File: config.mk
export PLATFORM = sky130hd
export DESIGN_NAME = seven_seg_capture_flat
export DESIGN_NICKNAME = d
export VERILOG_FILES = /design/src/rtl/seven_seg_capture_if.sv /design/src/rtl/seven_seg_capture.sv /design/src/flat_wrapper.sv
export SDC_FILE = /design/constraint.sdc
export NUM_CORES = 1
export LEC_CHECK = 0
export ABC_CLOCK_PERIOD_IN_PS = 2600
export CAP_MARGIN = 20
export CORE_MARGIN = 5
export CORE_UTILIZATION = 48
export DETAILED_ROUTE_END_ITERATION = 8
export PLACE_DENSITY = 0.75
export SYNTH_ARGS = -nofsm -noshare
export SYNTH_HDL_FRONTEND = slang
export SYNTH_SLANG_ARGS = --single-unit
File: constraint.sdc
create_clock -name clk -period 2.6 [get_ports clk]
set_input_delay 0.52 -clock clk [delete_from_list [all_inputs] [get_ports clk]]
set_output_delay 0.52 -clock clk [all_outputs]
set_load 0.02 [all_outputs]
File: src/rtl/seven_seg_capture_if.sv
// ---------------------------------------------------------------------------
// seven_seg_capture_if
//   Bundles the multiplexed seven-segment display nets (anode + segment) that
//   a display controller drives and a capture block observes.
//
//   Signals:
//     anode   [3:0] digit enables, active-low, one-hot-low when a digit is lit
//     segment [7:0] [6:0] segments g..a active-low, [7] decimal point active-low
//
//   Modports:
//     master : the display driver (drives anode/segment)
//     slave  : an observer such as seven_seg_capture (samples anode/segment)
// ---------------------------------------------------------------------------
interface seven_seg_capture_if;
  logic [3:0] anode;
  logic [7:0] segment;

  modport master (output anode, output segment);
  modport slave  (input  anode, input  segment);
endinterface

File: src/rtl/seven_seg_capture.sv
// ---------------------------------------------------------------------------
// seven_seg_capture
//   Receive side of a multiplexed four-digit seven-segment display. Samples
//   the active-low anode/segment nets, requires a pattern to be stable for
//   STABLE_CYCLES consecutive samples, then decodes the lit digit back into a
//   hex nibble plus decimal point. Tracks which digits hold a valid value and
//   pulses frame_done once every digit has been captured since the last pulse.
//
//   Parameters:
//     STABLE_CYCLES : consecutive identical samples before a capture (2..255)
//
//   Ports:
//     clk          clock
//     reset        synchronous, active-high reset
//     seg_bus      slave view of anode[3:0] / segment[7:0]
//     data_out     [3:0] digit0 (anode[0]) ... [15:12] digit3
//     point_out    captured decimal points, active-high
//     digit_valid  bit i = digit i holds a successfully decoded value
//     err_count    (only with SEG_CAPTURE_ERRCNT_EN) saturating count of
//                  decode_err pulses, cleared only by reset
//     frame_done   one-cycle pulse when all four digits have been captured
//     decode_err   one-cycle pulse on a rejected capture
//
//   Optional feature macro: SEG_CAPTURE_ERRCNT_EN
// ---------------------------------------------------------------------------
module seven_seg_capture #(
  parameter int STABLE_CYCLES = 4
) (
  input  logic                clk,
  input  logic                reset,
  seven_seg_capture_if.slave  seg_bus,
  output logic [15:0]         data_out,
  output logic [3:0]          point_out,
  output logic [3:0]          digit_valid,
`ifdef SEG_CAPTURE_ERRCNT_EN
  output logic [7:0]          err_count,
`endif
  output logic                frame_done,
  output logic                decode_err
);

  localparam logic [7:0] STABLE_CNT = 8'(STABLE_CYCLES);

  // -------------------------------------------------------------------------
  // Stability tracking
  // -------------------------------------------------------------------------
  logic [11:0] sample;
  logic [11:0] prev_sample_reg;
  logic [7:0]  run_count_reg;
  logic [7:0]  run_count_next;
  logic        capture;

  always_comb begin
    sample = {seg_bus.anode, seg_bus.segment};
  end

  // A fresh pattern counts as the first sample of a new run; the counter
  // saturates so a long-held pattern cannot wrap around and retrigger.
  always_comb begin
    run_count_next = 8'd1;
    if (sample == prev_sample_reg) begin
      if (run_count_reg == STABLE_CNT) begin
        run_count_next = STABLE_CNT;
      end else begin
        run_count_next = run_count_reg + 8'd1;
      end
    end
  end

  // Fires only on the transition into the saturated value.
  always_comb begin
    capture = (run_count_next == STABLE_CNT) && (run_count_reg != STABLE_CNT);
  end

  // -------------------------------------------------------------------------
  // Anode classification
  // -------------------------------------------------------------------------
  logic [3:0] anode_lit;
  logic       anode_blank;
  logic       anode_one_hot;
  logic       anode_multi;

  always_comb begin
    anode_lit     = ~seg_bus.anode;
    anode_blank   = (anode_lit == 4'b0000);
    anode_one_hot = $onehot(anode_lit);
    anode_multi   = !anode_blank && !anode_one_hot;
  end

  // -------------------------------------------------------------------------
  // Segment decode (active-low g..a)
  // -------------------------------------------------------------------------
  logic       dec_hit;
  logic [3:0] dec_value;

  always_comb begin
    dec_hit   = 1'b1;
    dec_value = 4'h0;
    case (seg_bus.segment[6:0])
      7'b1000000: dec_value = 4'h0;
      7'b1111001: dec_value = 4'h1;
      7'b0100100: dec_value = 4'h2;
      7'b0110000: dec_value = 4'h3;
      7'b0011001: dec_value = 4'h4;
      7'b0010010: dec_value = 4'h5;
      7'b0000010: dec_value = 4'h6;
      7'b1111000: dec_value = 4'h7;
      7'b0000000: dec_value = 4'h8;
      7'b0010000: dec_value = 4'h9;
      7'b0001000: dec_value = 4'hA;
      7'b0000011: dec_value = 4'hB;
      7'b1000110: dec_value = 4'hC;
      7'b0100001: dec_value = 4'hD;
      7'b0000110: dec_value = 4'hE;
      7'b0001110: dec_value = 4'hF;
      default: begin
        dec_hit   = 1'b0;
        dec_value = 4'h0;
      end
    endcase
  end

  // -------------------------------------------------------------------------
  // Per-digit next-state
  // -------------------------------------------------------------------------
  logic [15:0] data_reg;
  logic [15:0] data_next;
  logic [3:0]  point_reg;
  logic [3:0]  point_next;
  logic [3:0]  valid_reg;
  logic [3:0]  valid_next;
  logic [3:0]  digit_sel;
  logic [3:0]  hit_mask;

  generate
    for (genvar gi = 0; gi < 4; gi++) begin : g_digit
      // Only a one-hot-low anode selects a digit; multi-lit patterns never do.
      assign digit_sel[gi] = capture && anode_one_hot && anode_lit[gi];
      assign hit_mask[gi]  = digit_sel[gi] && dec_hit;

      // A decode miss keeps the previous nibble and dp, but drops validity.
      assign data_next[4*gi +: 4] = hit_mask[gi] ? dec_value : data_reg[4*gi +: 4];
      assign point_next[gi]       = hit_mask[gi] ? ~seg_bus.segment[7] : point_reg[gi];
      assign valid_next[gi]       = digit_sel[gi] ? dec_hit : valid_reg[gi];
    end
  endgenerate

  // -------------------------------------------------------------------------
  // Frame tracking and error pulse
  // -------------------------------------------------------------------------
  logic [3:0] seen_mask_reg;
  logic [3:0] seen_mask_next;
  logic       frame_done_reg;
  logic       frame_done_next;
  logic       decode_err_reg;
  logic       decode_err_next;

  // The full mask is reported one edge after it forms and cleared on that
  // same edge; a capture landing on that edge seeds the new frame.
  always_comb begin
    frame_done_next = (seen_mask_reg == 4'b1111);
    seen_mask_next  = (frame_done_next ? 4'b0000 : seen_mask_reg) | hit_mask;
    decode_err_next = capture && (anode_multi || (anode_one_hot && !dec_hit));
  end

  // -------------------------------------------------------------------------
  // State registers
  // -------------------------------------------------------------------------
  always_ff @(posedge clk) begin
    if (reset) begin
      prev_sample_reg <= 12'h000;
      run_count_reg   <= 8'd0;
      data_reg        <= 16'h0000;
      point_reg       <= 4'b0000;
      valid_reg       <= 4'b0000;
      seen_mask_reg   <= 4'b0000;
      frame_done_reg  <= 1'b0;
      decode_err_reg  <= 1'b0;
    end else begin
      prev_sample_reg <= sample;
      run_count_reg   <= run_count_next;
      data_reg        <= data_next;
      point_reg       <= point_next;
      valid_reg       <= valid_next;
      seen_mask_reg   <= seen_mask_next;
      frame_done_reg  <= frame_done_next;
      decode_err_reg  <= decode_err_next;
    end
  end

  assign data_out    = data_reg;
  assign point_out   = point_reg;
  assign digit_valid = valid_reg;
  assign frame_done  = frame_done_reg;
  assign decode_err  = decode_err_reg;

`ifdef SEG_CAPTURE_ERRCNT_EN
  // -------------------------------------------------------------------------
  // Saturating error counter, counted on the same edge the pulse is issued
  // -------------------------------------------------------------------------
  logic [7:0] err_count_reg;
  logic [7:0] err_count_next;

  always_comb begin
    err_count_next = err_count_reg;
    if (decode_err_next && (err_count_reg != 8'hFF)) begin
      err_count_next = err_count_reg + 8'd1;
    end
  end

  always_ff @(posedge clk) begin
    if (reset) begin
      err_count_reg <= 8'h00;
    end else begin
      err_count_reg <= err_count_next;
    end
  end

  assign err_count = err_count_reg;
`endif

endmodule

File: src/flat_wrapper.sv
// flat-port wrapper written by rule: the top's interface ports become plain ports
module seven_seg_capture_flat 
#(
  parameter int STABLE_CYCLES = 4
)
  (clk, reset, data_out, point_out, digit_valid, frame_done, decode_err, seg_bus_anode, seg_bus_segment);
  seven_seg_capture_if seg_bus_i ();
  input  logic clk;
  input  logic reset;
  output logic [15:0] data_out;
  output logic [3:0] point_out;
  output logic [3:0] digit_valid;
  output logic frame_done;
  output logic decode_err;
  input wire logic [$bits(seg_bus_i.anode)-1:0] seg_bus_anode;
  input wire logic [$bits(seg_bus_i.segment)-1:0] seg_bus_segment;
  assign seg_bus_i.anode = seg_bus_anode;
  assign seg_bus_i.segment = seg_bus_segment;
  seven_seg_capture #(.STABLE_CYCLES(STABLE_CYCLES)) u_core (.clk(clk), .reset(reset), .seg_bus(seg_bus_i), .data_out(data_out), .point_out(point_out), .digit_valid(digit_valid), .frame_done(frame_done), .decode_err(decode_err));
endmodule
==> qor.csv, run 1 <==
metric;value;unit
worst_pin_slew;0.554;ns
ant_nets;0;
worstPathRequired;2.80;ns
crit_path_max_fanout;5;
dieArea;6900;um^2
holdPathEnd;u_core.seen_mask_reg[0];
rsz0062_at_grt;true;
dpl.hpwl;4600;um
cp-end-kind;register;
cts_tree;done;
yosysWarnings;0;
ys_seq_area_frac;0.391;
ys.flop_type;dfxtp_1;
cts_root_buf;clkbuf_8;
synth_mux_area_frac;0.0547;
ys_seq_elements;50;
timing.final.hold_violations;0;
wirelength;6710;um
clock_skew;0.0136;ns
drc;0;
hold_buffers;0;
clk_latency;0.32;ns
status;completed;
cts_max_path_buffers;2;
maxSlewViolCount;0;
hold_ws;0.470;ns
rrSetupSlack;0.04;ns
overflow;0;
first_global_vias;2313;
seq_area;1000;um^2
firstDrtPassIters;5;
fin_crit_sh;0.997;
synth_compound_area_frac;0.152;
io_pins;40;
syn_inst;285;
r2r_cells;8;
nets;382;
hp-start;u_core.seen_mask_reg[0];
gr-usage-all-layers;0.195;
core-area;5140;um^2
synth_edf_count;0;
synthToLayoutAreaGrowth;37.3;%
r2r_end;u_core.data_out[9];
path_class;primary input to register;
synth_area_leaders;dfxtp_1, mux2i_1, xor2_1;
synth-simple-area-share;0.246;
fp.dieW;83.0;um
numCtsBuffers;5;
place_congestion;0.880;
holdPathStages;2;
clock-sinks;50;
power.density;435;nW/um^2
drt_iter0_drc;142;
rows;26;
maxCapViolCount;0;
num-fill-cells;430;
grt_pass1_wl;11200;um
hp-class;register to register;
largest_reg_flops;16;
drive_above_1_share;0.255;
synth.avg_cell_area;8.99;um^2
viasPerCell;5.48;
p_leak;1.42;nW
die_h;83.0;um
min_period;2.59;ns
timing.fmax;386;MHz
slew_headroom;0.627;
finalSetupViolCount;0;
multi_input_area;1570;um^2
ys_types;50;
io_buffers;39;
peakVddDrop;292;uV
worstPathArrival;2.79;ns
vias;2361;
synth_top_area_frac;0.391;
syn_area;2560;um^2
grt_max_degree;32;
timing.rr.start;u_core.run_count_reg[1];
start_util;0.498;
async_flop_share;0;
yosys.area.top_type;dfxtp_1;
synth_adder_area_share;0.0420;
tns;0;ns
synth_xor_area_frac;0.0684;
antenna_cells;0;
htree_num_levels;2;
wire_per_inst;15.6;um
synth_top_family_by_area;simple AND/OR/NAND/NOR gates;
start_kind;primary input;
clkTransAtPathRegs;0.11;ns
synth_nets;307;
antenna_found_initial;0;
## stage by stage
stage	cell area [um^2]	power [mW]	cells	worst slack (ns)	util
finish	3520	1.53	431	0.00843	0.684
floorplan	2580	0.912	285	0.00226	-
global route	3520	1.59	431	-0.0631	0.684
detailed placement	3300	1.01	418	-0.744	0.641
CTS	3500	1.52	431	0.0375	0.680
global placement	3300	1.00	418	-0.668	0.641
## how the worst max path moves through the flow
stage                             startpoint                       to  slack (ns)
after floorplan             seg_bus_anode[2]       u_core.data_out[1]       0.002
after global placement      seg_bus_anode[2]       u_core.data_out[8]       -0.67
after detailed placement    seg_bus_anode[2]       u_core.data_out[9]       -0.74
after CTS                 seg_bus_segment[1]  u_core.run_count_reg[1]        0.04
after global routing        seg_bus_anode[1]    u_core.digit_valid[3]       -0.06
final                       seg_bus_anode[1]    u_core.digit_valid[0]       0.008
## synth_stat cells, types with 7 or more instances
library cell	instances
dfxtp_1	50
nand2_1	32
nor2_1	16
xor2_1	16
clkbuf_1	14
mux2i_1	14
a21oi_1	13
nor2b_1	13
nor4_1	11
inv_1	10
ha_1	7
o21ai_0	7
## critical path, stage by stage
cell	delay (ns)
buf_2	0.10
inv_2	0.05
ha_4	0.27
ha_4	0.12
fa_2	0.45
nor3b_4	0.27
buf_4	0.18
buf_4	0.11
nand4_1	0.26
o31ai_2	0.34
a21oi_1	0.11
## layout by cell type (no fill, tap or decap), types with 4 or more instances in the layout
master,Yosys,routed
dfxtp_1,50,50
nand3b_1,4,4
o21ai_0,7,7
a21oi_1,13,13
inv_2,0,5
nor4_1,11,6
nor2_1,16,16
ha_1,7,4
buf_4,0,47
xnor2_1,4,4
nand2_1,32,32
inv_1,10,5
clkbuf_8,0,5
mux2i_1,14,14
o2bb2ai_1,6,6
buf_2,1,4
clkdlybuf4s50_1,0,35
nor2b_1,13,13
nand4_1,4,4
xor2_1,16,16
nor4_2,0,4
o211ai_2,4,4
nand3_1,6,5
## logic make-up after synthesis
| logic type | count (synthesis) |
|---|---|
| and+or+nand+nor | 114 |
| AOI/OAI and AO/OA | 50 |
| buffers and inverters | 29 |
| adders and majority gates | 8 |
| DFF | 50 |
| xor gates and xnor gates | 20 |
| muxes | 14 |
## metal layers
metal,GRT usage,part of all wire,up-vias
met5,0,0,-
met4,0.0579,0.0088,0
met3,0.0376,0.039,5
met2,0.319,0.48,49
met1,0.260,0.47,1132
li1,-,-,1175
## where the power goes
group	total [mW]	internal, mW	switching (mW)
Combinational	0.252	0.122	0.130
Clock	0.498	0.202	0.296
Sequential	0.780	0.776	0.00423
Total	1.53	1.10	0.430
## layout make-up
cell class / count / area share
Multi-Input combinational cell: 206 / 0.445
Clock buffer: 5 / 0.0196
Inverter: 11 / 0.0117
Timing Repair Buffer: 86 / 0.206
Clock inverter: 3 / 0.00818
Tap cell: 70 / 0.0249
Sequential cell: 50 / 0.285
## timing repair
action	4_1_cts	5_1_grt
pin swaps	14	4
setup buffers	5	0
resized for setup	33	5
endpoints found under the setup margin	34	31
No activity file was read; power rests on OpenSTA's default activity.
==> inputs of run 2 (changes only) <==
--- a/config.mk
+++ b/config.mk
@@ -5,9 +5,8 @@
 export SDC_FILE = /design/constraint.sdc
 export NUM_CORES = 1
 export LEC_CHECK = 0
-export ABC_CLOCK_PERIOD_IN_PS = 2600
 export CAP_MARGIN = 20
-export CORE_MARGIN = 5
+export CORE_MARGIN = 2
 export CORE_UTILIZATION = 48
 export DETAILED_ROUTE_END_ITERATION = 8
 export PLACE_DENSITY = 0.75
==> qor.csv, run 2 (synthesized netlist as in run 1, its figures left out) <==
metric;value;unit;change
maxSlewViolCount;0;;unchanged
rows;26;;unchanged
final_common_cell;dfxtp_1;;
crit_path_max_fanout;7;;+2
overflow;0;;unchanged
ant_nets;0;;unchanged
status;completed;;
drt_iter0_drc;114;;-20%
fp.dieW;77.0;um;-7.2%
drc;0;;unchanged
slew_headroom;0.633;;+0.00553
clockPowerShare;0.319;;-0.006
wirelength;6980;um;+4.0%
p_leak;1.42;nW;about the same
maxCapViolCount;0;;unchanged
combPwrFrac;0.176;;+0.011
synthToLayoutAreaGrowth;41.8;%;
htree_num_levels;2;;unchanged
place_congestion;0.900;;+2.2%
largest_reg_flops;16;;unchanged
finalSetupViolCount;0;;unchanged
grt_pass1_wl;10700;um;-4.5%
p_sw;0.436;mW;+1.3%
timing.fmax;387;MHz;+0.26%
power.density;425;nW/um^2;-2.3%
timing.final.hold_violations;0;;unchanged
dpl.hpwl;4650;um;+1.1%
cts_root_buf;clkbuf_8;;
viasPerCell;5.56;;+1.5%
core-area;5140;um^2;unchanged
clk_latency;0.32;ns;about the same
start_util;0.498;;unchanged
final_cell_mix;dfxtp_1, buf_4, clkdlybuf4s50_1;;
cts_max_path_buffers;2;;unchanged
dieArea;5940;um^2;-14%
worst_pin_slew;0.545;ns;-0.00821 ns
antenna_found_initial;0;;unchanged
worstPathRequired;2.79;ns;about the same
path_class;primary input to register;;
swShare;0.282;;+0.00119
antenna_cells;0;;unchanged
min_period;2.58;ns;-0.00669 ns
tns;0;ns;unchanged
numCtsBuffers;5;;unchanged
clock-sinks;50;;unchanged
io_pins;40;;unchanged
vias;2414;;+2.2%
clkTransAtPathRegs;0.10;ns;about the same
nets;385;;+0.79%
cts_tree;done;;
cp-end-kind;register;;
p_seq_frac;0.506;;-0.004
p_int;1.11;mW;+0.72%
rrSetupSlack;0.11;ns;+0.07 ns
place_ws;-0.827;ns;-0.0826 ns
start_kind;primary input;;
hold_buffers;0;;unchanged
firstDrtPassIters;4;;-1
worstPathArrival;2.78;ns;about the same
gr-usage-all-layers;0.223;;+0.0281
clock_skew;0.00995;ns;-0.00366 ns
grt_max_degree;32;;unchanged
first_global_vias;2227;;-3.7%
die_h;77.0;um;-7.2%
io_buffers;39;;unchanged
hp-class;register to register;;
wire_per_inst;16.1;um;+3.2%
drive_above_1_share;0.269;;+0.0144
layout_setup_ws;0.0151;ns;+0.00669 ns
peakVddDrop;314;uV;+7.5%
fin_crit_sh;0.994;;-0.00257
## run 2: changes by cell type in the layout (fill, tap and decap cells not counted), sizes merged
cell	change
buf	+3
## run 2: final timing paths
path	startpoint	endpoint	depth (start not counted)
max	seg_bus_anode[3]	u_core.data_out[10]	11
min	u_core.seen_mask_reg[1]	u_core.seen_mask_reg[1]	2
max reg2reg	u_core.run_count_reg[1]	u_core.digit_valid[2]	7
min reg2reg	u_core.seen_mask_reg[1]	u_core.seen_mask_reg[1]	2
## run 2: layout make-up
cell class	count	area, um^2
tap	70	87.6
clock inverter	3	28.8
sequential	50	1000
timing repair buffer	89	749
clock buffer	5	68.8
inverter	11	41.3
fill	402	1510
multi-input combinational	206	1660
## run 2: critical path: stages
cell	delay, ns
buf_2	0.12
inv_2	0.08
ha_4	0.21
ha_4	0.15
fa_1	0.48
nor3b_4	0.27
buf_4	0.16
nand2_1	0.09
nor4_2	0.34
o211ai_4	0.22
mux2i_1	0.16
## run 2: timing repair
action / 4_1_cts / 5_1_grt
buffers inserted: 3 / 3
setup endpoints to repair: 29 / 29
resized for setup: 27 / 24
pin swaps: 12 / 8
hold endpoints to repair: 0 / 0
## run 2: metal layers
metal | wire length [um] | vias to the layer above | GRT usage
met5 | 0 | - | 0
met4 | 176 | 0 | 0.0589
met3 | 353 | 17 | 0.0435
met2 | 3390 | 74 | 0.370
met1 | 3060 | 1148 | 0.299
li1 | - | 1175 | -
## run 2: metrics by stage
stage / total power, mW / utilization / area, um^2 / instances / hold WS (ns)
final: 1.54 / 0.707 / 3630 / 434 / 0.468
after global routing: 1.60 / 0.707 / 3630 / 434 / 0.493
after CTS: 1.51 / 0.677 / 3480 / 431 / 0.462
after detailed placement: 1.01 / 0.644 / 3310 / 420 / 0.447
after global placement: 1.01 / 0.644 / 3310 / 420 / 0.441
after floorplan: 0.912 / - / 2580 / 285 / 0.432
## run 2: power groups by stage
stage               clock network, mW  registers (mW)  logic (mW)
finish                          0.492           0.781       0.271
global route                    0.528           0.782       0.291
global placement                    0           0.798       0.214
floorplan                           0           0.798       0.114
CTS                             0.498           0.781       0.236
detailed placement                  0           0.798       0.217
